==> src/rtl/simon_key_if.sv <==
// rtl/simon_key_if.sv - key-load and round-key stream bundle for the SIMON key scheduler
interface simon_key_if #(
  parameter int N = 16,
  parameter int M = 4
);
  logic           start;
  logic           decrypt;
  logic [N*M-1:0] key;
  logic           busy;
  logic           key_valid;
  logic           key_ready;
  logic [N-1:0]   key_out;
  logic [6:0]     key_index;
  logic           key_last;

  modport master (
    output start, decrypt, key, key_ready,
    input  busy, key_valid, key_out, key_index, key_last
  );

  modport slave (
    input  start, decrypt, key, key_ready,
    output busy, key_valid, key_out, key_index, key_last
  );
endinterface

==> src/rtl/simon_key_scheduler.sv <==
// rtl/simon_key_scheduler.sv - SIMON key expansion into a word array, streamed forward or reversed
module simon_key_scheduler #(
  parameter int N = 16,
  parameter int M = 4,
  parameter int T = 32
) (
  input  logic       clk,
  input  logic       rst,
  simon_key_if.slave bus
);
  localparam int IW = $clog2(T);

  localparam logic [61:0] Z0 = 62'b11111010001001010110000111001101111101000100101011000011100110;
  localparam logic [61:0] Z1 = 62'b10001110111110010011000010110101000111011111001001100001011010;
  localparam logic [61:0] Z2 = 62'b10101111011100000011010010011000101000010001111110010110110011;
  localparam logic [61:0] Z3 = 62'b11011011101011000110010111100000010010001010011100110100001111;
  localparam logic [61:0] Z4 = 62'b11010001111001101011011000100000010111000011001010010011101111;

  localparam logic [61:0] ZSEQ =
    (N == 16) ? Z0 :
    (N == 24) ? ((M == 3) ? Z0 : Z1) :
    (N == 32) ? ((M == 3) ? Z2 : Z3) :
    (N == 48) ? ((M == 2) ? Z2 : Z3) :
                ((M == 2) ? Z2 : (M == 3) ? Z3 : Z4);

  typedef enum logic [1:0] {
    IDLE   = 2'd0,
    EXPAND = 2'd1,
    STREAM = 2'd2
  } state_t;

  state_t state, state_next;

  logic [T-1:0][N-1:0] w;
  logic [6:0]          cnt;
  logic [6:0]          ptr;
  logic [5:0]          zi;
  logic                dir;

  logic [IW-1:0] cw;
  logic [N-1:0]  wm1, wm3, wmm, tmp0, tmp1, new_word;
  logic          zbit, expand_done, last, xfer;

  assign cw  = cnt[IW-1:0];
  assign wm1 = w[cw - IW'(1)];
  assign wmm = w[cw - IW'(M)];

  generate
    if (M == 4) begin : g_m4
      assign wm3 = w[cw - IW'(3)];
    end else begin : g_m23
      assign wm3 = '0;
    end
  endgenerate

  // zi tracks (i - M) mod 62 so the z lookup never needs a divider
  assign zbit     = ZSEQ[6'd61 - zi];
  assign tmp0     = {wm1[2:0], wm1[N-1:3]} ^ wm3;
  assign tmp1     = tmp0 ^ {tmp0[0], tmp0[N-1:1]};
  assign new_word = ~wmm ^ tmp1 ^ {{(N-1){1'b0}}, zbit} ^ N'(3);

  assign expand_done = (cnt == 7'(T));
  assign last        = (state == STREAM) && (dir ? (ptr == 7'd0) : (ptr == 7'(T-1)));
  assign xfer        = (state == STREAM) && bus.key_ready;

  always_ff @(posedge clk) begin
    if (rst) state <= IDLE;
    else     state <= state_next;
  end

  always_comb begin
    state_next = state;
    case (state)
      IDLE:    if (bus.start) state_next = EXPAND;
      EXPAND:  if (expand_done) state_next = STREAM;
      STREAM:  if (xfer && last) state_next = IDLE;
      default: state_next = IDLE;
    endcase
  end

  always_ff @(posedge clk) begin
    if (rst) begin
      cnt <= '0;
      ptr <= '0;
      zi  <= '0;
      dir <= 1'b0;
    end else begin
      case (state)
        IDLE: begin
          if (bus.start) begin
            cnt <= 7'(M);
            zi  <= '0;
            dir <= bus.decrypt;
          end
        end
        EXPAND: begin
          if (expand_done) begin
            ptr <= dir ? 7'(T-1) : 7'd0;
          end else begin
            cnt <= cnt + 7'd1;
            zi  <= (zi == 6'd61) ? 6'd0 : zi + 6'd1;
          end
        end
        STREAM: begin
          if (xfer) begin
            if (last)     ptr <= 7'd0;
            else if (dir) ptr <= ptr - 7'd1;
            else          ptr <= ptr + 7'd1;
          end
        end
        default: ;
      endcase
    end
  end

  // The word array is deliberately not reset; only a new start overwrites it
  always_ff @(posedge clk) begin
    if (!rst) begin
      if (state == IDLE && bus.start)
        w[M-1:0] <= bus.key;
      else if (state == EXPAND && !expand_done)
        w[cw] <= new_word;
    end
  end

  assign bus.busy      = (state != IDLE);
  assign bus.key_valid = (state == STREAM);
  assign bus.key_last  = last;
  assign bus.key_out   = (state == STREAM) ? w[ptr[IW-1:0]] : '0;
  assign bus.key_index = (state == STREAM) ? ptr : 7'd0;
endmodule

==> src/flat_wrapper.sv <==
// flat-port wrapper written by rule: the top's interface ports become plain ports
module simon_key_scheduler_flat 
#(
  parameter int N = 16,
  parameter int M = 4,
  parameter int T = 32
)
  (clk, rst, bus_start, bus_decrypt, bus_key, bus_key_ready, bus_busy, bus_key_valid, bus_key_out, bus_key_index, bus_key_last);
  simon_key_if #(.N(N), .M(M)) bus_i ();
  input  logic clk;
  input  logic rst;
  input wire logic [$bits(bus_i.start)-1:0] bus_start;
  input wire logic [$bits(bus_i.decrypt)-1:0] bus_decrypt;
  input wire logic [$bits(bus_i.key)-1:0] bus_key;
  input wire logic [$bits(bus_i.key_ready)-1:0] bus_key_ready;
  output wire logic [$bits(bus_i.busy)-1:0] bus_busy;
  output wire logic [$bits(bus_i.key_valid)-1:0] bus_key_valid;
  output wire logic [$bits(bus_i.key_out)-1:0] bus_key_out;
  output wire logic [$bits(bus_i.key_index)-1:0] bus_key_index;
  output wire logic [$bits(bus_i.key_last)-1:0] bus_key_last;
  assign bus_i.start = bus_start;
  assign bus_i.decrypt = bus_decrypt;
  assign bus_i.key = bus_key;
  assign bus_i.key_ready = bus_key_ready;
  assign bus_busy = bus_i.busy;
  assign bus_key_valid = bus_i.key_valid;
  assign bus_key_out = bus_i.key_out;
  assign bus_key_index = bus_i.key_index;
  assign bus_key_last = bus_i.key_last;
  simon_key_scheduler #(.N(N), .M(M), .T(T)) u_core (.clk(clk), .rst(rst), .bus(bus_i));
endmodule
==> config.mk <==
export PLATFORM = sky130hd
export DESIGN_NAME = simon_key_scheduler_flat
export DESIGN_NICKNAME = d
export VERILOG_FILES = /design/src/rtl/simon_key_if.sv /design/src/rtl/simon_key_scheduler.sv /design/src/flat_wrapper.sv
export SDC_FILE = /design/constraint.sdc
export NUM_CORES = 1
export LEC_CHECK = 0
export ABC_CLOCK_PERIOD_IN_PS = 5500
export CAP_MARGIN = 25
export CORE_MARGIN = 2
export CORE_UTILIZATION = 51
export CTS_CLUSTER_SIZE = 24
export DETAILED_ROUTE_END_ITERATION = 8
export PLACE_DENSITY = 0.81
export REMOVE_ABC_BUFFERS = 1
export SYNTH_ARGS = -nofsm -noshare
export SYNTH_HDL_FRONTEND = slang
export SYNTH_SLANG_ARGS = --single-unit
export TNS_END_PERCENT = 1
==> constraint.sdc <==
create_clock -name clk -period 5.5 [get_ports clk]
set_clock_uncertainty 0.15 [all_clocks]
set_input_delay 0.825 -clock clk [delete_from_list [all_inputs] [get_ports clk]]
set_output_delay 0.825 -clock clk [all_outputs]
set_load 0.02 [all_outputs]
==> flow_summary.ini <==
[run_status]
outcome = finished, final reports clean

[clock_tree]
root_buffer = clkbuf_16
cts_buffers = 59
clkSinkCount = 535
clk_pin_slew_ns = 0.06
clk_path_buf_depth = 3
tritoncts = done
insertion_delay_ns = 0.66
htreeDepth = 2
ctsHoldBuffers = 0

[worst_setup_path]
cp-start-kind = flip-flop
reg2reg_to = u_core.w[183]$_DFFE_PP_
regToRegSetupSlack_ns = 0.23
end_kind = flip-flop
r2r-start = u_core.cnt[0]$_SDFFE_PP0P_
path_max_fanout = 33
reg2regPathDepth = 10
crit_type = reg2reg
crit_start = u_core.cnt[0]$_SDFFE_PP0P_
cp_data_required_time_ns = 5.83
crit_arrival_ns = 5.60

[die]
start_util_pct = 51.3
fp.dieH_microns = 267
io_pins = 95
rows = 96
dieArea_sq_um = 71000
die_x_microns = 267
core_area_sq_um = 68500

[yosys]
yosys.area.top_type = edfxtp_1
synth_ff_type = edfxtp_1
synth.distinct_cells = 79
synth_top_area_share_pct = 43.7
syn_area_sq_um = 35200
yosys-top-cells-area = edfxtp_1, mux4_2, mux2i_1
synth-async-reset-ratio_pct = 0
ys_warn_count = 0
synth-edff-count = 512
seq_area_frac_synth_pct = 45.0
ys_seq_elements = 535
postSynthCellCount = 2132
syn_avg_cell_area_sq_um = 16.5

[grt]
grt.overflow.total = 0
grt_pass1_vias = 24600
track_usage_pct = 36.4
grt_start_max_net_pins = 146
grt_first_pass_wirelength_microns = 181000
grt_antenna_before_repair = 1

[worst_hold_path]
min_delay_path_depth = 2
hold_end = u_core.ptr[6]$_SDFFE_PP0P_
min_from = u_core.ptr[6]$_SDFFE_PP0P_
hp-class = reg2reg

[placement]
numPortBuffers = 94
gp_congestion = 1.05
place_inst = 3097
hpwl_microns = 84900

[layout]
drive_gt1_share_pct = 38.9
nNetsFinal = 2372
syn2layout_area_growth_pct = 14.6
final-instance-count-excl-fill = 3212

[timing]
rsz0062_at_grt = no
tightest_slew_ns = 1.24
setup_viol = 0
period_share_pct = 95.9
slew_headroom_pct = 17.0
max_freq_ghz = 0.190
min_period_ns = 5.27
setup_tns_ns = 0
hold_viol = 0
drv_slew = 0

[drt]
post_drt_wl_per_cell_microns = 39.6
vias_per_cell = 7.96
dr.pass1.iters = 8
ant_nets = 0
drt_iter0_markers = 4937
via_count = 25600
wl_microns = 127000
remaining_drc_errors = 0

[pwr]
power_density_nw_per_um2 = 809
ir_drop_v = 0.000841
cellLeakagePower_uw = 0.0126

[flow_run]
maxCapViolCount = 0
==> how the worst max path moves through the flow <==
stage | endpoint | slack [ns]
3_5_place_dp | u_core.w[447]$_DFFE_PP_ | 0.30
5_1_grt | u_core.w[119]$_DFFE_PP_ | 0.02
4_1_cts | bus_key_out[7] | 0.22
3_3_place_gp | u_core.w[447]$_DFFE_PP_ | 0.45
6_report | u_core.w[183]$_DFFE_PP_ | 0.23
2_1_floorplan | u_core.w[109]$_DFFE_PP_ | -16.91
==> through the flow <==
step / setup WS [ns] / instance area, sq um / utilization [%] / power [uW] / hold slack (ns)
5_1_grt: 0.0208 / 40300 / 58.8 / 33200 / 0.392
6_report: 0.228 / 40300 / 58.8 / 32600 / 0.347
2_1_floorplan: -16.91 / 34200 / - / 22200 / 0.305
4_1_cts: 0.219 / 40200 / 58.7 / 32100 / 0.348
3_3_place_gp: 0.453 / 38200 / 55.7 / 27600 / 0.331
3_5_place_dp: 0.303 / 38200 / 55.7 / 27900 / 0.340
==> cells by family after synthesis <==
| family | Yosys count | synth area share, % |
|---|---|---|
| flops | 535 | 45.0 |
| compound gates | 221 | 4.07 |
| fa+ha+maj | 25 | 0.904 |
| mux | 666 | 39.5 |
| buf+inv | 220 | 2.98 |
| simple gates | 400 | 5.27 |
| xor+xnor | 65 | 2.22 |
==> placed cells by master (no fill, tap or decap), types with 18 or more instances in the layout <==
| cell | Yosys | routed |
|---|---|---|
| nand3_1 | 50 | 50 |
| nand2_1 | 171 | 171 |
| nor2_2 | 0 | 28 |
| clkbuf_16 | 0 | 60 |
| nor2b_1 | 24 | 24 |
| o21ai_0 | 60 | 56 |
| mux2i_1 | 90 | 90 |
| a21oi_1 | 39 | 39 |
| mux4_1 | 18 | 18 |
| xor2_1 | 25 | 24 |
| mux4_2 | 553 | 553 |
| edfxtp_1 | 512 | 512 |
| ha_1 | 23 | 20 |
| buf_12 | 1 | 26 |
| a22o_1 | 20 | 20 |
| buf_4 | 10 | 158 |
| o22ai_1 | 21 | 21 |
| nor2_1 | 75 | 47 |
| xnor2_1 | 25 | 18 |
| clkdlybuf4s50_1 | 0 | 94 |
| inv_1 | 23 | 22 |
==> layout make-up <==
type / count / area [sq um]
antenna: 1 / 2.50
clock buffer: 71 / 1580
clock inverter: 40 / 457
fill: 4962 / 28200
inverter: 25 / 97.6
multi-input combinational: 1377 / 18500
sequential: 535 / 15900
tap: 882 / 1100
timing repair buffer: 281 / 2700
==> routing by layer <==
metal	share of wire (%)	vias to the layer above	track usage, %
met1	31	12900	46.2
met2	44	2728	53.4
li1	-	9431	-
met5	0	-	0
met3	17	533	14.1
met4	7.2	0	21.2
==> synthesized netlist by cell type (all sizes together), types with 24 or more instances <==
master and count:
a21oi 39, buf 120, clkbuf 75, edfxtp 512, mux2i 90, mux4 571
nand2 171, nand3 50, nor2 75, nor2b 24, o21ai 71, xnor2 26
xor2 27
==> timing repair <==
| action | 4_1_cts | 5_1_grt |
|---|---|---|
| resized for setup | 0 | 2 |
| buffers inserted | 0 | 0 |
| setup endpoints to repair | 0 | 29 |
==> worst max-delay path, cell delays in order (launching register included) <==
cell and delay, ns:
dfxtp_4 0.51, clkinv_1 0.23, ha_4 0.66, buf_12 0.31, mux4_2 0.54, mux4_2 0.47, mux2i_1 0.60, xnor2_1 0.26
xor2_1 0.24, xnor2_2 0.80, buf_4 0.33
==> power by group <==
part,leakage [uW],total [uW],switching [uW],internal (uW)
logic,0.00675,17400,11400,6030
registers,0.00483,11000,314,10700
clock network,0.000995,4180,1700,2470
total,0.0126,32600,13400,19200
==> state kept, by name (all words and copies together), names as in the netlist <==
register / count
u_core.cnt: 7
u_core.zi: 6
u_core.state: 2
u_core.dir: 1
u_core.ptr: 7
u_core.w: 512
(Power assumes the default switching activity.)
